**src/rtl/sel_accum_pkg.sv**
```systemverilog
// Shared lane state encoding and the wrap/saturate adder used by every lane.
package sel_accum_pkg;

   localparam int SA_MAXW = 32;

   typedef logic [SA_MAXW-1:0] sa_word_t;

   typedef enum logic {RUN, HOLD} lane_state_t;

   // Returns {carry, sum}. Carry flags any result above 2**w-1.
   // mode=0 keeps the low w bits; mode=1 clamps the result to 2**w-1.
   function automatic logic [SA_MAXW:0] sat_add(input sa_word_t a, input sa_word_t b,
                                                input logic mode, input int unsigned w);
      logic [SA_MAXW:0] s;
      logic [SA_MAXW:0] lim;
      lim = ({{SA_MAXW{1'b0}}, 1'b1} << w) - 1'b1;
      s   = {1'b0, a} + {1'b0, b};
      if (s > lim)
         sat_add = {1'b1, mode ? lim[SA_MAXW-1:0] : (s[SA_MAXW-1:0] & lim[SA_MAXW-1:0])};
      else
         sat_add = {1'b0, s[SA_MAXW-1:0]};
   endfunction

endpackage

```
**src/rtl/sel_accum_lane.sv**
```systemverilog
// One lane: x/y counters stepped by the selector, registered c = x'+y',
// a RUN/HOLD stop machine and a sticky overflow flag.
module sel_accum_lane
   import sel_accum_pkg::*;
#(
   parameter int WIDTH    = 11,
   parameter int STEP_A   = 1,
   parameter int STEP_B   = 2,
   parameter int BOUND    = 0,
   parameter int SAT_MODE = 0
) (
   input  logic             clk,
   input  logic             rst,
   input  logic             sel,
   input  logic             restart,
   output logic [WIDTH-1:0] c,
   output logic             done,
   output logic             overflow
);

   localparam logic MODE = (SAT_MODE != 0);

   logic [WIDTH-1:0]   x, y, xn, yn, cn;
   logic [SA_MAXW:0]   ax, ay, ac;
   logic               xc, yc, cc, hit;
   lane_state_t        state, state_d;

   always_comb begin
      ax = sat_add(sa_word_t'(x), sa_word_t'(STEP_A), MODE, WIDTH);
      ay = sat_add(sa_word_t'(y), sa_word_t'(STEP_B), MODE, WIDTH);
      xn = sel ? ax[WIDTH-1:0] : x;
      yn = sel ? y : ay[WIDTH-1:0];
      // upper sum bits are always zero after wrap/clamp; folding them in keeps every bit live
      xc = sel  & (ax[SA_MAXW] | (|ax[SA_MAXW-1:WIDTH]));
      yc = ~sel & (ay[SA_MAXW] | (|ay[SA_MAXW-1:WIDTH]));
      ac = sat_add(sa_word_t'(xn), sa_word_t'(yn), MODE, WIDTH);
      cn = ac[WIDTH-1:0];
      cc = ac[SA_MAXW] | (|ac[SA_MAXW-1:WIDTH]);
      hit = (BOUND != 0) && (sa_word_t'(cn) >= sa_word_t'(BOUND));
   end

   always_comb begin
      state_d = state;
      if (restart)
         state_d = RUN;
      else if (state == RUN && hit)
         state_d = HOLD;
   end

   always_ff @(posedge clk) begin
      if (rst) begin
         state    <= RUN;
         x        <= '0;
         y        <= '0;
         c        <= '0;
         overflow <= 1'b0;
      end else begin
         state <= state_d;
         if (restart) begin
            x        <= '0;
            y        <= '0;
            c        <= '0;
            overflow <= 1'b0;
         end else if (state == RUN) begin
            x        <= xn;
            y        <= yn;
            c        <= cn;
            overflow <= overflow | xc | yc | cc;
         end
      end
   end

   assign done = (state == HOLD);

endmodule

```
**src/rtl/sel_accum_array.sv**
```systemverilog
// CHANNELS independent selector-driven accumulator lanes with packed outputs.
module sel_accum_array
   import sel_accum_pkg::*;
#(
   parameter int WIDTH    = 11,
   parameter int CHANNELS = 4,
   parameter int STEP_A   = 1,
   parameter int STEP_B   = 2,
   parameter int BOUND    = 0,
   parameter int SAT_MODE = 0
) (
   input  logic                      clk,
   input  logic                      rst,
   input  logic [CHANNELS-1:0]       selector,
   input  logic [CHANNELS-1:0]       restart,
   output logic [CHANNELS*WIDTH-1:0] c,
   output logic [CHANNELS-1:0]       done,
   output logic [CHANNELS-1:0]       overflow
);

   for (genvar k = 0; k < CHANNELS; k++) begin : g_lane
      sel_accum_lane #(
         .WIDTH    (WIDTH),
         .STEP_A   (STEP_A),
         .STEP_B   (STEP_B),
         .BOUND    (BOUND),
         .SAT_MODE (SAT_MODE)
      ) u_lane (
         .clk      (clk),
         .rst      (rst),
         .sel      (selector[k]),
         .restart  (restart[k]),
         .c        (c[k*WIDTH +: WIDTH]),
         .done     (done[k]),
         .overflow (overflow[k])
      );
   end

endmodule

```
**config.mk**
```make
export PLATFORM = sky130hd
export DESIGN_NAME = sel_accum_array
export DESIGN_NICKNAME = d
export VERILOG_FILES = /design/src/rtl/sel_accum_pkg.sv /design/src/rtl/sel_accum_lane.sv /design/src/rtl/sel_accum_array.sv
export SDC_FILE = /design/constraint.sdc
export NUM_CORES = 1
export LEC_CHECK = 0
export BUFFER_PORTS_ARGS = -buffer_cell sky130_fd_sc_hd__buf_2
export CORE_MARGIN = 5
export CORE_UTILIZATION = 35
export CTS_CLUSTER_SIZE = 24
export DETAILED_ROUTE_END_ITERATION = 6
export PLACE_DENSITY_LB_ADDON = 0.3
export SLEW_MARGIN = 20
export SYNTH_ARGS = -nofsm -noshare
export SYNTH_HDL_FRONTEND = slang
export SYNTH_SLANG_ARGS = --single-unit
```
**constraint.sdc**
```tcl
create_clock -name clk -period 3.45 [get_ports clk]
set_input_delay 0.8625 -clock clk [delete_from_list [all_inputs] [get_ports clk]]
set_output_delay 0.8625 -clock clk [all_outputs]
set_load 0.01 [all_outputs]
```
==> results list, run 1 <==
* Starting utilization of the core area: 35.3%
- Most prevalent standard cell on the critical path: sky130_fd_sc_hd__nand2_1
* Clock Skew: 0.0121 ns
- Core Rows: 52
- Die Span X: 152 um
- Class of the most critical hold timing path: flop to flop
* Highest routing layer actually used: met4
* Maximum achievable frequency: 348 MHz
- Summing every instance area after synthesis gives 7110 sq um.
* Proportion of layout cells with a drive suffix above 1: 12.8%
- VDD sags by at most 308 uV.
- Of all flip-flops after synthesis, the portion carrying an async set or reset was 0%.
- CTS built an H-tree with a depth of 4.
- The first detailed-routing pass ran for 4 iterations.
- Met3 WL: 588 um
* Distinct cell type count of the synthesized netlist: 65
- The routed design has 15.2 mm of wire.
* Clock-pin slew of the registers on the worst-case setup and hold paths: 0.06 ns
* Period utilization: 83.3%
- The critical path goes through buf_2, and3b_1, nand2_1, nor2_1, xor2_1, ha_1, a211o_1, a2111oi_0, or4_1, nand2_1.
- Count of vias placed by the detailed router: 5516
* Wire per inst: 13.4 um
* Cts hold-fix bufs: 0
- After detailed routing, the number of vias per cell comes to 4.85.
* Number of global-route vias before repair: 5324
* DR DRC count: 0
- Power density of the placed cells: 402 nW/um^2
- Summed over all failing endpoints, the final setup total negative slack is 0 ns.
- Number of buffers on the longest clock path: 2
- Post-CTS Resized: 0
- The tree is rooted in a sky130_fd_sc_hd__clkbuf_16.
- CP Launch Type: input port
- The number of max-slew violations in the final report was 0.
- Final HPWL DP: 11.2 mm
- Prevailing post-synth register cell: sky130_fd_sc_hd__dfxtp_1
- Worst hold margin: 0.583 ns
* Die Footprint: 23300 sq um
- Count of yosys warnings during synthesis: 0
- In the synthesized netlist, the number of instances is 797.
* Post-CTS Setup Bufs: 0
- FF+latch area: 2560 sq um
* Filler Cell Count: 2012
- In this run, the number of DRC markers left after iteration 0 of detailed routing was 207.
* Critical path data arrival time: 3.18 ns
* Number of buffers created by CTS: 17
* Area growth, synth to finish: 15.5%
* Final number of hold-violating endpoints: 0
- Required time of the critical path: 3.75 ns
- Result of the run: complete, no violations
* Largest stage delay on the critical path: 0.49 ns
- By startpoint and endpoint, the worst setup path is classified as input port to flop.
- During placement, the flow inserted port buffers numbering 57.
* Footprint of the multi-input gates: 4270 sq um
- The repair_antennas step left the layout with diodes totalling 0.
- Number of synthesized register bits: 128
- Wire length of the first global-routing pass: 25.6 mm
- Power comes to 3.29 mW.
- Overflow left after global routing: 0
- The congestion estimate from routability-driven global placement came to 0.804.
- Die Height: 152 um
- A synthesized cell averages 8.92 sq um.
- Of the synthesized area, sequential elements account for 36.1%.
- For this design the static power due to leakage is 3.55 nW.
* CP delay by family, top: simple AND/OR/NAND/NOR gates
- RSZ-0062 raised after global routing: false
- Entering global routing, the biggest net connects 31 pins.
* Core region area: 20100 sq um
* Post-detailed-route count of antenna-violating nets: 0
- Counting I/O delays and the setup requirement, the final critical path takes 2.87 ns.
* Final setup vio count: 0
- Together, buffers and inverters on the worst path number 1.
- Peak fanout along the critical path: 15
* Clock tree from TritonCTS: built
- Detailed routing placed a total of 6.81 mm of wire on met2.
- For this design, the sink count on the clock tree is 128.
- The net count of the finished layout is 922.
- Critical path endpoint category: flop
* Slew @ Worst Pin: 0.507 ns
* WL met1: 7.51 mm
* Clock latency of the later-clocked register in the worst-skew pair: 0.43 ns
- Worst-path cell with the longest stage delay: sky130_fd_sc_hd__a2111oi_0
- Counting flops with a built-in enable in the synthesized netlist gives 0.
- Pin placement for this block handled 62 I/O pins.
- Global-route usage over all layers: 13.3%
- Antenna violations before repair: 0
* Max-Slew Margin vs Limit: 65.3%
- Max-cap violations in this run came to 0.
[flip-flops by register name, indices dropped and copies added, names as in the netlist, named ones only]
name,count
g_lane.u_lane.x,43
g_lane.u_lane.c,40
g_lane.u_lane.y,40
g_lane.u_lane.overflow,4
[cell families after synthesis]
logic type      after synthesis  share of synthesized area [%]
xor+xnor                     95                           12.4
mux                           8                           1.16
simple gates                342                           25.6
buf+inv                      61                           3.96
compound gates              106                           10.5
other cells                   1                         0.0528
fa+ha+maj                    56                           10.3
flops                       128                           36.1
[metal layers]
metal / up-vias / GRT usage (%)
met5: - / 0
met4: 0 / 5.26
met3: 25 / 3.72
met2: 93 / 21.1
met1: 2522 / 17.1
li1: 2876 / -
[where the power goes]
group	internal, mW	leakage, nW	switching, mW	total (mW)
sequential	1.49	1.03	0.0134	1.51
combinational	0.0477	2.26	0.0791	0.127
clock	1.00	0.259	0.662	1.66
total	2.54	3.55	0.754	3.29
[cells in the final DEF (no fill, tap or decap), types with 4 or more instances in the layout]
master / netlist / routed
sky130_fd_sc_hd__o21ai_0: 13 / 13
sky130_fd_sc_hd__a21o_1: 6 / 6
sky130_fd_sc_hd__xor2_1: 23 / 23
sky130_fd_sc_hd__nand3b_1: 5 / 5
sky130_fd_sc_hd__fa_1: 4 / 4
sky130_fd_sc_hd__nor3b_1: 4 / 4
sky130_fd_sc_hd__ha_1: 52 / 52
sky130_fd_sc_hd__nand2_1: 58 / 58
sky130_fd_sc_hd__a41oi_1: 5 / 5
sky130_fd_sc_hd__nand4_1: 19 / 19
sky130_fd_sc_hd__and3_1: 10 / 10
sky130_fd_sc_hd__clkbuf_16: 0 / 17
sky130_fd_sc_hd__nor4_1: 4 / 4
sky130_fd_sc_hd__nor2_1: 70 / 70
sky130_fd_sc_hd__nor2b_1: 9 / 9
sky130_fd_sc_hd__a21oi_1: 25 / 25
sky130_fd_sc_hd__o21ai_1: 6 / 6
sky130_fd_sc_hd__xnor2_1: 68 / 68
sky130_fd_sc_hd__buf_2: 0 / 57
sky130_fd_sc_hd__o21a_1: 10 / 10
sky130_fd_sc_hd__conb_1: 1 / 4
sky130_fd_sc_hd__inv_1: 27 / 27
sky130_fd_sc_hd__dfxtp_1: 128 / 128
sky130_fd_sc_hd__and4_1: 4 / 4
sky130_fd_sc_hd__nor3_1: 22 / 22
sky130_fd_sc_hd__nand4b_1: 6 / 6
sky130_fd_sc_hd__nand2b_1: 7 / 7
sky130_fd_sc_hd__clkinv_2: 0 / 4
sky130_fd_sc_hd__mux2i_1: 6 / 6
sky130_fd_sc_hd__a31oi_1: 5 / 5
sky130_fd_sc_hd__nand3_1: 32 / 32
sky130_fd_sc_hd__o211ai_1: 4 / 4
sky130_fd_sc_hd__buf_4: 12 / 14
sky130_fd_sc_hd__and2_1: 76 / 76
[metrics by stage]
| stage | cell area (sq um) | std cells | utilization, % | setup WS, ns |
|---|---|---|---|---|
| floorplan | 7120 | 800 | - | 0.293 |
| global placement | 7660 | 1107 | 38.1 | 0.193 |
| detailed placement | 7660 | 1107 | 38.1 | 0.127 |
| CTS | 8210 | 1138 | 40.8 | 0.573 |
| global route | 8210 | 1138 | 40.8 | 0.191 |
| finish | 8210 | 1138 | 40.8 | 0.575 |
[synthesized netlist by cell type, types with 13 or more instances]
master                     count  share of area [%]
sky130_fd_sc_hd__a21oi_1      25                1.8
sky130_fd_sc_hd__and2_1       76                6.7
sky130_fd_sc_hd__clkbuf_1     18               0.95
sky130_fd_sc_hd__dfxtp_1     128                 36
sky130_fd_sc_hd__ha_1         52                9.2
sky130_fd_sc_hd__inv_1        27                1.4
sky130_fd_sc_hd__nand2_1      58                3.1
sky130_fd_sc_hd__nand3_1      32                2.3
sky130_fd_sc_hd__nand4_1      19                1.7
sky130_fd_sc_hd__nor2_1       70                3.7
sky130_fd_sc_hd__nor3_1       22                1.5
sky130_fd_sc_hd__o21ai_0      13               0.92
sky130_fd_sc_hd__xnor2_1      68                8.4
sky130_fd_sc_hd__xor2_1       23                2.8
[worst min-delay path, cell delays in order, from the launching register on]
cell	delay [ns]
sky130_fd_sc_hd__dfxtp_1	0.32
sky130_fd_sc_hd__nand3_1	0.08
sky130_fd_sc_hd__a41oi_1	0.12
[cell type report]
class / count / area share, %
tap: 270 / 4.12
clock inverter: 10 / 1.10
inverter: 27 / 1.24
timing repair buffer: 71 / 4.76
clock buffer: 21 / 5.49
multi-input combinational: 611 / 52.1
sequential: 128 / 31.2
[path summary, 6_finish.rpt]
path | start | to | slack [ns] | cells past startpoint
setup reg to reg | g_lane[1].u_lane.x[0] | g_lane[1].u_lane.overflow | 0.59 | 12
hold / removal | g_lane[1].u_lane.y[10] | g_lane[1].u_lane.overflow | 0.58 | 2
hold reg to reg | g_lane[1].u_lane.y[10] | g_lane[1].u_lane.overflow | 0.58 | 2
setup / recovery | selector[0] | g_lane[0].u_lane.c[10] | 0.58 | 10
Note: power is estimated with default switching activity, not from simulation.
==> inputs of run 2 (changes only) <==
clock period = 2.4 ns   (was 3.45 ns; I/O delays follow)
==> run 2 against run 1 <==
  * The run now ends with negative setup slack left
  * Total power increased by 60%
  * Highest routed layer unchanged
  * Via count increased by 13%
  * Largest cell class unchanged
  * Sequential cell count unchanged
==> results list, run 2 (synthesis gave the netlist of run 1 again) <==
- Largest reg by FF count: g_lane.u_lane.x
- Max cap viols: 0
- In this run the number of H-tree levels came out at 4.
- The first detailed-routing pass took 4 iterations.
* FF+latch area: 2600 sq um
- DR DRC count: 0
- The min-delay analysis places its worst path in the category input port to flop.
* Die Footprint: 23300 sq um
* Total buffers and inverters traversed by the critical path: 1
- Setup violations remaining at the end of the flow were counted as 1.
* Cells along the critical path: buf_2, and3b_1, nand2_1, nor2_2, xor2_1, ha_1, a211o_1, a2111oi_4, or4_1, nand2_1
* CP delay by family, top: compound AO/OA/AOI/OAI gates
- After the first detailed-routing iteration, the DRC count stood at 230.
* Max-Slew Margin vs Limit: 55.5%
* Clock tree from TritonCTS: built
- At the placement stage, the worst setup path has a slack of -0.364 ns.
- Number of buffers created by CTS: 17
- Most common library cell in the layout ignoring fill and taps: sky130_fd_sc_hd__buf_4
- Die Height: 152 um
* Layout net count: 1094
- Period utilization: 100%
- The top cell types in the final layout, fill and taps aside, are sky130_fd_sc_hd__buf_4, sky130_fd_sc_hd__dfxtp_1, sky130_fd_sc_hd__and2_1, sky130_fd_sc_hd__nor2_1, sky130_fd_sc_hd__buf_2.
- Kind of critical path: input port to flop
- Clock latency of the later-clocked register in the worst-skew pair: 0.42 ns
- The analysis attributes to cell leakage a power of 4.78 nW.
* RSZ-0062 raised after global routing: true
- Critical path endpoint category: flop
- The total overflow left after global routing is 0.
- Required time of the critical path: 2.71 ns
- Filler Cell Count: 1798
* Count of vias placed by the detailed router: 6215
- The wire-length estimate of the detail-placed layout is 12.4 mm.
* Number of primary I/O pins: 62
- Once the floorplan was initialized, standard cells occupied 35.3% of the core.
- Total routed wirelength: 18.0 mm
- Along the worst path, the maximum fanout reaches 9.
- Number of flip-flops under the largest register name: 43
- The largest individual stage delay along the critical path comes from the cell sky130_fd_sc_hd__a211o_1.
- Dividing the detail-routed via count by the number of cells gives 4.74.
- The number of antenna violations at the first check in global routing came to 1.
* CP Launch Type: input port
* Die Span X: 152 um
* Max-slew violations: 0
* Final standard cell count with taps included and fillers excluded: 1312
- Routability congestion estimate: 0.786
* Final core area utilization: 53.1%
- Number of global-route vias before repair: 6123
* Cts hold-fix bufs: 0
- Setup total negative slack on the finished layout was measured at -0.0116 ns.
- Relative to the synthesized area, the layout overhead comes to 50.2%.
* Core region area: 20100 sq um
* Most prevalent standard cell on the critical path: sky130_fd_sc_hd__nand2_1
- Total power for the finished layout comes to 5.27 mW.
- Result of the run: finished, violations left
* CTS Root Cell: sky130_fd_sc_hd__clkbuf_16
- After detailed routing, the average wire length per cell comes to 13.7 um.
- Summing all multi-input logic gate instances after layout gives 5280 sq um.
* Final Critical Period: 2.41 ns
- Clock Skew: 0.00724 ns
* Core Rows: 52
- At the pin with the least slew margin, the transition time is 0.666 ns.
- Worst hold margin: 0.490 ns
- In the global route stage, overall resource usage came out at 15.1%.
* Failing checks: negative setup slack
- For this run, the slowest stage of the critical path takes 0.36 ns.
* Largest registers ranked by flip-flop count: g_lane.u_lane.x (43), g_lane.u_lane.c (40), g_lane.u_lane.y (40)
- With fillers left out, the area of the finished cells amounts to 10700 sq um.
* Worst path setup slack after routing: -0.0116 ns
* Number of buffers on the longest clock path: 2
- Maximum achievable frequency: 415 MHz
- The number of placed instances, taps included, is 1246.
- For this design, the sink count on the clock tree is 128.
* Maximum number of pins on one net before global-route repair: 24
- Clock-pin slew of the registers on the worst-case setup and hold paths: 0.06 ns
- Of the cells placed in the final design, the portion with a size suffix greater than 1 is 43.3%.
- After detailed placement, the total cell area comes to 8850 sq um.
- Power density of the placed cells: 494 nW/um^2
- STA puts the critical path data arrival time at 2.72 ns.
- Post-detailed-route count of antenna-violating nets: 0
* Final number of hold-violating endpoints: 0
- The worst-case IR drop observed on VDD is 383 uV.
* Reg2Reg Setup Slack: 0.01 ns
* IO buf count: 57
* Wire length of the first global-routing pass: 29.4 mm
-- run 2: worst min-delay path, cell delays in order --
cell and delay, ns:
sky130_fd_sc_hd__buf_2 0.09, sky130_fd_sc_hd__or3_1 0.09, sky130_fd_sc_hd__mux2i_1 0.07
-- run 2: path summary, 6_finish.rpt --
kind                                                  end              startpoint  cells after the start
worst max-delay path               g_lane[0].u_lane.c[10]             selector[0]                     10
worst min-delay path               g_lane[1].u_lane.c[10]              restart[1]                      3
worst max register to register     g_lane[0].u_lane.c[10]   g_lane[0].u_lane.x[1]                     11
worst min register to register  g_lane[1].u_lane.overflow  g_lane[1].u_lane.y[10]                      2
-- run 2: per-layer routing --
layer  track usage (%)  up-vias  wire [um]
li1                  -     3203          -
met1              19.4     2912       8310
met2              25.7       83       8880
met3              3.75       17        593
met4              3.82        0        190
met5                 0        -          0
-- run 2: what timing repair did --
| action | CTS | global route |
|---|---|---|
| buffers inserted | 15 | 18 |
| gates resized for setup | 50 | 140 |
| pin swaps | 40 | 62 |
| endpoints found under the setup margin | 19 | 24 |
-- run 2: area by class of cell --
cell class / count / share of cell area [%]
Multi-Input combinational cell: 611 / 49.4
Sequential cell: 128 / 24.3
Timing Repair Buffer: 243 / 16.1
Clock buffer: 20 / 4.28
Tap cell: 270 / 3.17
Clock inverter: 12 / 1.71
Inverter: 27 / 0.950
Antenna cell: 1 / 0.0234
-- run 2: where the power goes --
group | total, mW | internal, mW | switching, mW
combinational | 0.288 | 0.135 | 0.153
sequential | 2.16 | 2.14 | 0.0145
clock | 2.82 | 1.80 | 1.02
